$ cat config.mk
export PLATFORM = sky130hd
export DESIGN_NAME = pc_fetch_unit
export DESIGN_NICKNAME = d
export VERILOG_FILES = /design/src/rtl/kgp_pkg.sv /design/src/rtl/pc_fetch_unit.sv
export SDC_FILE = /design/constraint.sdc
export NUM_CORES = 1
export LEC_CHECK = 0
export ABC_AREA = 1
export CORE_UTILIZATION = 41
export CTS_BUF_LIST = sky130_fd_sc_hd__clkbuf_8
export CTS_CLUSTER_SIZE = 20
export DETAILED_ROUTE_END_ITERATION = 16
export PLACE_DENSITY = 0.82
export SLEW_MARGIN = 10
export SYNTH_ARGS = -nofsm -noshare
export SYNTH_HDL_FRONTEND = slang
export SYNTH_SLANG_ARGS = --single-unit
$ cat constraint.sdc
create_clock -name clk -period 1.3 [get_ports clk]
set_input_delay 0.26 -clock clk [delete_from_list [all_inputs] [get_ports clk]]
set_output_delay 0.26 -clock clk [all_outputs]
set_load 0.03 [all_outputs]
$ cat src/rtl/kgp_pkg.sv
// rtl/kgp_pkg.sv - shared widths, constants and fetch-state encoding for the PC/fetch unit
package kgp_pkg;

   localparam int                PC_W     = 12;
   localparam int                INSTR_W  = 32;
   localparam logic [PC_W-1:0]   RESET_PC = 12'h000;
   localparam logic [PC_W-1:0]   PC_STEP  = 12'd4;
   localparam logic [5:0]        HALT_OP  = 6'd63;

   typedef enum logic [1:0] {
      FETCH  = 2'd0,
      WAIT   = 2'd1,
      HOLD   = 2'd2,
      HALTED = 2'd3
   } fetch_state_e;

   function automatic logic is_halt(input logic [INSTR_W-1:0] word);
      return word[INSTR_W-1 -: 6] == HALT_OP;
   endfunction

endpackage

$ cat src/rtl/pc_fetch_unit.sv
// rtl/pc_fetch_unit.sv - PC register and instruction-fetch controller (imem req/ack in, decode valid/ready out)
module pc_fetch_unit
   import kgp_pkg::*;
(
   input  logic               clk,
   input  logic               rst,
   output logic               imemReq,
   output logic [PC_W-1:0]    imemAddr,
   input  logic               imemAck,
   input  logic [INSTR_W-1:0] imemData,
   output logic               instrValid,
   input  logic               instrReady,
   output logic [INSTR_W-1:0] instr,
   output logic [PC_W-1:0]    pc,
   input  logic               isBranch,
   input  logic [PC_W-1:0]    pcLabel,
   output logic               halted
);

   fetch_state_e       state_q, state_d;
   logic [PC_W-1:0]    pc_q, pc_d;
   logic [INSTR_W-1:0] instr_q, instr_d;
   logic               req_q, req_d;

   always_ff @(posedge clk or negedge rst) begin
      if (!rst) begin
         state_q <= FETCH;
         pc_q    <= RESET_PC;
         instr_q <= '0;
         req_q   <= 1'b0;
      end else begin
         state_q <= state_d;
         pc_q    <= pc_d;
         instr_q <= instr_d;
         req_q   <= req_d;
      end
   end

   always_comb begin
      state_d = state_q;
      case (state_q)
         FETCH:   state_d = WAIT;
         WAIT:    if (imemAck) state_d = is_halt(imemData) ? HALTED : HOLD;
         HOLD:    if (instrReady) state_d = FETCH;
         HALTED:  state_d = HALTED;
         default: state_d = FETCH;
      endcase
   end

   // Next-PC mux: branch target taken verbatim, sequential step wraps mod 2^PC_W.
   always_comb begin
      pc_d    = pc_q;
      instr_d = instr_q;
      if (state_q == WAIT && imemAck) begin
         instr_d = imemData;
      end
      if (state_q == HOLD && instrReady) begin
         pc_d = isBranch ? pcLabel : pc_q + PC_STEP;
      end
   end

   // Request is registered so it stays low in the FETCH cycle that follows reset.
   always_comb begin
      req_d      = (state_d == FETCH) || (state_d == WAIT);
      imemReq    = req_q;
      imemAddr   = pc_q;
      instrValid = (state_q == HOLD);
      halted     = (state_q == HALTED);
      instr      = instr_q;
      pc         = pc_q;
   end

endmodule

==> results of run 1 <==
## critical path: cells and delay by family, from the launching register on
family | cells | cell delay, ns
buffers and inverters | 3 | 0.30
flip-flops | 1 | 0.41
AND/OR/NAND/NOR | 1 | 0.05
## state kept, by name, summed over array words and instances, names as in the netlist
| register | cells |
|---|---|
| instr | 32 |
| imemAddr | 12 |
| state_q | 2 |
| imemReq | 1 |
## layout make-up
| class | instances | area share |
|---|---|---|
| inverters | 18 | 0.0199 |
| multi-input cells | 192 | 0.242 |
| clock buffers | 6 | 0.0234 |
| repair buffers | 128 | 0.351 |
| well taps | 70 | 0.0248 |
| flip-flops and latches | 47 | 0.335 |
| clock inverters | 2 | 0.00461 |
## cell families after synthesis
kind of cell | count (synthesis) | synth area share
fa+ha+maj | 1 | 0.00575
compound gates | 12 | 0.0299
simple gates | 176 | 0.333
flops | 47 | 0.541
buf+inv | 38 | 0.0909
## power groups by stage
stage | combinational [mW] | sequential (mW) | clock (mW)
2_1_floorplan | 1.81 | 3.93 | 0
3_3_place_gp | 4.97 | 2.65 | 0
3_5_place_dp | 5.03 | 2.65 | 0
4_1_cts | 5.07 | 2.63 | 0.972
5_1_grt | 5.74 | 2.76 | 1.04
6_report | 5.31 | 2.65 | 0.940
## metal layers
| layer | wire, µm | vias up |
|---|---|---|
| li1 | - | 1070 |
| met1 | 2360 | 984 |
| met2 | 2860 | 95 |
| met3 | 563 | 6 |
| met4 | 60 | 0 |
| met5 | 0 | - |
## placed cells by master, fill, tap and decap left out, types with 6 or more instances in the layout
cell type and instances:
nor2_1 16, dfrtp_1 44, clkdlybuf4s15_2 24, clkbuf_8 6, inv_1 12, buf_6 12
nand4_1 6, buf_4 37, nand3_1 6, clkdlybuf4s50_1 47, nand2_1 134
## through the flow
step | cells | setup slack [ns] | setup TNS (ns)
3_3_place_gp | 443 | -0.200 | -7.48
6_report | 463 | -0.0213 | -0.0277
4_1_cts | 455 | -0.0160 | -0.0170
5_1_grt | 463 | -0.0818 | -0.375
3_5_place_dp | 443 | -0.224 | -8.67
2_1_floorplan | 274 | 0.0175 | 0
## repair_timing
action,in CTS,in global routing
setup buffers,3,4
gates cloned,0,4
endpoints found under the hold margin,47,0
resized for setup,85,27
setup endpoints to repair,31,43
pin swaps,1,2
hold buffers,1,0
## final timing paths
path	end	cells after the start	slack [ns]
worst max-delay path	halted	4	-0.02
worst min-delay path	instr[3]	3	0.46
worst max register to register	imemAddr[4]	6	0.04
worst min register to register	instr[27]	2	0.48
max in group asynchronous	imemAddr[3]	3	0.61
min in group clk	instr[27]	2	0.48
==> flow_summary.toml, run 1 <==
[timing]
layout_setup_ws_ns = -0.0213
hold_ws_ns = 0.458
hold_viol = 0
clock-skew-final_ns = 0.00553
fin_crit_sh = 1.02
fmax_mhz = 757
setup_viol = 2
slew_violations = 0
fin_crit_ns = 1.32
rsz0062_at_grt = "yes"
worstMarginPinSlew_ns = 0.391
relSlewSlack = 0.739

[setup_path]
crit_path_start = "state_q[0]"
r2r-start = "state_q[0]"
crit_top_cell = "buf_6"
setup.worst_path.start_class = "register"
worstSetupEndpointType = "output pin"
crit_chain = "buf_6 > nand2_2 > inv_2 > buf_6"
critPathMaxFanout = 3
criticalPathCategory = "reg -> out"
cp_data_required_time_ns = 1.04
cpPeakStageDelay_ns = 0.41
arrival_ns = 1.06
slowest_stage = "dfrtp_1"

[global_route]
use_met1 = 0.250
grt_use_met3 = 0.0776
grt_pass1_wl_um = 8910
grt_max_degree = 48
grt_overflow = 0
first_global_vias = 1981
top_usage_layer = "met2"
grt_usage = 0.210
grt_use_met2 = 0.358
antenna_found_initial = 0

[route]
drt_first_pass_iters = 4
drtIter0Drc = 131
drc = 0
drtAntennaViolNets = 0
vias = 2155
wirelength_um = 5850
viasPerCell = 4.65
wl_per_cell_um = 12.6

[power_and_ir_drop]
power_density_nw_per_um2 = 2520
switching_share = 0.477
power.leakage_nw = 1.80
combPwrFrac = 0.597
internal_power_mw = 4.66
peakVddDrop_mv = 1.52
seqPwrFrac = 0.298
totalPowerFinal_mw = 8.90
pwr-share-clk = 0.106
p_switching_mw = 4.25

[placement]
hpwlAfterDp_um = 3890
port_buffers = 107
placed_area_um2 = 3240
routabilityCongestion = 0.841

[clock_tree]
cts_sinks = 47
cts_max_path_buffers = 2
clk_latency_ns = 0.30
cts_buffers = 5
cts_root_buffer = "clkbuf_8"
ctsHtreeMaxLevel = 2
cts.reportedPaths.clkPinSlew_ns = 0.09
cts_tree = "done"

[layout]
syn2layout_area_growth_pct = 62.0
multi_input_area_um2 = 853
antennaDiodeCount = 0
design_area_um2 = 3530
fin_util = 0.690
nets = 442
fillers = 403
seqCellArea_um2 = 1180
drive_gt1_frac = 0.280

[floorplan]
die_w_um = 74.9
start_util = 0.426
die-height_um = 74.9
row_count = 26
die_area_um2 = 5600
coreArea_um2 = 5110
io_pins = 108

[synth]
synth_ff_type = "dfrtp_1"
synth_edf_count = 0
synth_most_common_cell = "nand2_1"
yosysSeqAreaShare = 0.541
netlist_area_um2 = 2180
yosysWarnings = 0
synth_area_leaders = "dfrtp_1 54%, nand2_1 23%, buf_4 4.1%"
syn_avg_cell_area_um2 = 7.94
synth-seq-cells = 47
synth_top_cell_area_share = 0.541
synth_commonest_cells = "136 x nand2_1, 47 x dfrtp_1, 20 x nor2_1"
yosys.cell_types.count = 21
synth_top_area_cell = "dfrtp_1"
syn_nets = 324
synth_cells = 274
async_flop_share = 1.00

[run_status]
violations = "setup timing"
outcome = "finished, violations left"

[flow_run]
drv_cap = 0

[min_path]
hp-class = "in -> async"
No activity file was read; power rests on OpenSTA's default activity.
==> run 2, diff against run 1 <==
--- a/config.mk
+++ b/config.mk
@@ -8,7 +8,7 @@
 export ABC_AREA = 1
 export CORE_UTILIZATION = 41
 export CTS_BUF_LIST = sky130_fd_sc_hd__clkbuf_8
-export CTS_CLUSTER_SIZE = 20
+export CTS_CLUSTER_SIZE = 40
 export DETAILED_ROUTE_END_ITERATION = 16
 export PLACE_DENSITY = 0.82
 export SLEW_MARGIN = 10
==> results of run 2 <==
No change in the layout: final DEF, timing and power equal those of run 1.
==> run 3, diff against run 2 <==
--- a/config.mk
+++ b/config.mk
@@ -6,10 +6,13 @@
 export NUM_CORES = 1
 export LEC_CHECK = 0
 export ABC_AREA = 1
+export ABC_CLOCK_PERIOD_IN_PS = 1300
+export CORE_MARGIN = 2
 export CORE_UTILIZATION = 41
 export CTS_BUF_LIST = sky130_fd_sc_hd__clkbuf_8
 export CTS_CLUSTER_SIZE = 40
 export DETAILED_ROUTE_END_ITERATION = 16
+export GPL_TIMING_DRIVEN = 1
 export PLACE_DENSITY = 0.82
 export SLEW_MARGIN = 10
 export SYNTH_ARGS = -nofsm -noshare
==> run 3 against run 2 <==
Setup slack better by 0.0035 ns. Clock skew down 0.0032 ns. Design area is 0.18% lower. Die area increased by 5.4%. The run still ends with setup timing left. Critical path depth shrank 1.
==> flow_summary.toml, run 3 (synthesis gave the netlist of run 1 again) <==
[clock_tree]
cts_buffers = 5
cts_max_path_buffers = 2
clk_latency_ns = 0.29
cts_root_buffer = "clkbuf_8"
cts_tree = "done"
ctsHtreeMaxLevel = 2
cts_sinks = 47
cts.reportedPaths.clkPinSlew_ns = 0.09

[layout]
layout_common_cells = "133 x nand2_1, 47 x clkdlybuf4s50_1, 44 x dfrtp_1, 33 x buf_4, 17 x nor2_1"
fin_util = 0.689
design_area_um2 = 3520
drive_gt1_frac = 0.282
syn2layout_area_growth_pct = 61.8
largest_reg_flops = 32
final-instance-count-excl-fill = 460
antennaDiodeCount = 0
layout_commonest_cell = "nand2_1"
nets = 440

[timing]
hold_viol = 0
fmax_mhz = 759
hold_ws_ns = 0.461
setup_viol = 2
layout_setup_ws_ns = -0.0177
slew_violations = 0
worstMarginPinSlew_ns = 0.389
clock-skew-final_ns = 0.00237
fin_crit_sh = 1.01
tns_ns = -0.0307
relSlewSlack = 0.740
rsz0062_at_grt = "yes"
fin_crit_ns = 1.32

[floorplan]
io_pins = 108
coreArea_um2 = 5110
die_w_um = 76.9
start_util = 0.426
row_count = 26
die-height_um = 76.9
die_area_um2 = 5910

[setup_path]
critPathMaxFanout = 5
worstSetupEndpointType = "output pin"
setup.worst_path.start_class = "register"
cp_data_required_time_ns = 1.04
criticalPathCategory = "reg -> out"
arrival_ns = 1.06
rr_worst_depth = 7

[power_and_ir_drop]
power_density_nw_per_um2 = 2570
internal_power_mw = 4.79
power.leakage_nw = 1.83
pwr-share-clk = 0.116
totalPowerFinal_mw = 9.05
p_switching_mw = 4.27
peakVddDrop_mv = 1.22
switching_share = 0.471
combPwrFrac = 0.586
seqPwrFrac = 0.298

[global_route]
use_met1 = 0.236
grt_use_met3 = 0.0694
first_global_vias = 2126
top_usage_layer = "met2"
grt_overflow = 0
grt_usage = 0.201
grt_pass1_wl_um = 9630
antenna_found_initial = 0
grt_max_degree = 48
grt_use_met2 = 0.351

[route]
viasPerCell = 4.69
drtAntennaViolNets = 0
wirelength_um = 5820
drtIter0Drc = 105
wl_per_cell_um = 12.7
vias = 2157
drt_first_pass_iters = 4
drc = 0

[placement]
dp_cells = 445
placed_area_um2 = 3260
place_ws_ns = -0.270
routabilityCongestion = 0.920
hpwlAfterDp_um = 4150
port_buffers = 107

[run_status]
violations = "setup timing"
outcome = "finished, violations left"

[flow_run]
drv_cap = 0

[min_path]
hp-class = "in -> async"
run 3: path summary, 6_finish.rpt:
kind | start | to | slack (ns)
hold reg to reg | instr[5] | instr[5] | 0.48
setup / recovery | state_q[1] | instrValid | -0.02
hold / removal | rst | imemAddr[6] | 0.46
max in group asynchronous | rst | state_q[1] | 0.59
setup reg to reg | state_q[0] | imemAddr[6] | 0.04
min in group clk | instr[5] | instr[5] | 0.48
run 3: power groups by stage:
stage          logic (mW)  clock network, mW  registers [mW]
5_1_grt              5.68               1.12            2.79
3_5_place_dp         5.12                  0            2.67
4_1_cts              5.13               1.07            2.67
3_3_place_gp         5.03                  0            2.67
6_report             5.30               1.05            2.70
2_1_floorplan        1.81                  0            3.93
run 3: what timing repair did:
item | 4_1_cts | 5_1_grt
buffers inserted | 4 | 1
pin swaps | 1 | 6
hold buffers | 1 | 0
resized for setup | 69 | 51
endpoints found under the hold margin | 47 | 0
endpoints found under the setup margin | 29 | 66
gates cloned | 0 | 2
run 3: final cells by class:
type	instances	area, µm²
Inverter	18	75.1
Tap cell	70	87.6
Clock inverter	2	37.5
Fill cell	431	1590
Clock buffer	5	68.8
Multi-Input combinational cell	191	878
Timing Repair Buffer	127	1190
Sequential cell	47	1180
run 3: critical path: stages (launching register included):
cell     delay (ns)
dfrtp_2        0.48
nand2_4        0.12
inv_4          0.04
buf_6          0.13
run 3: routing by layer:
| metal | vias to the layer above | wire (µm) |
|---|---|---|
| li1 | 1061 | - |
| met1 | 1005 | 2420 |
| met2 | 87 | 2890 |
| met3 | 4 | 485 |
| met4 | 0 | 21 |
| met5 | - | 0 |
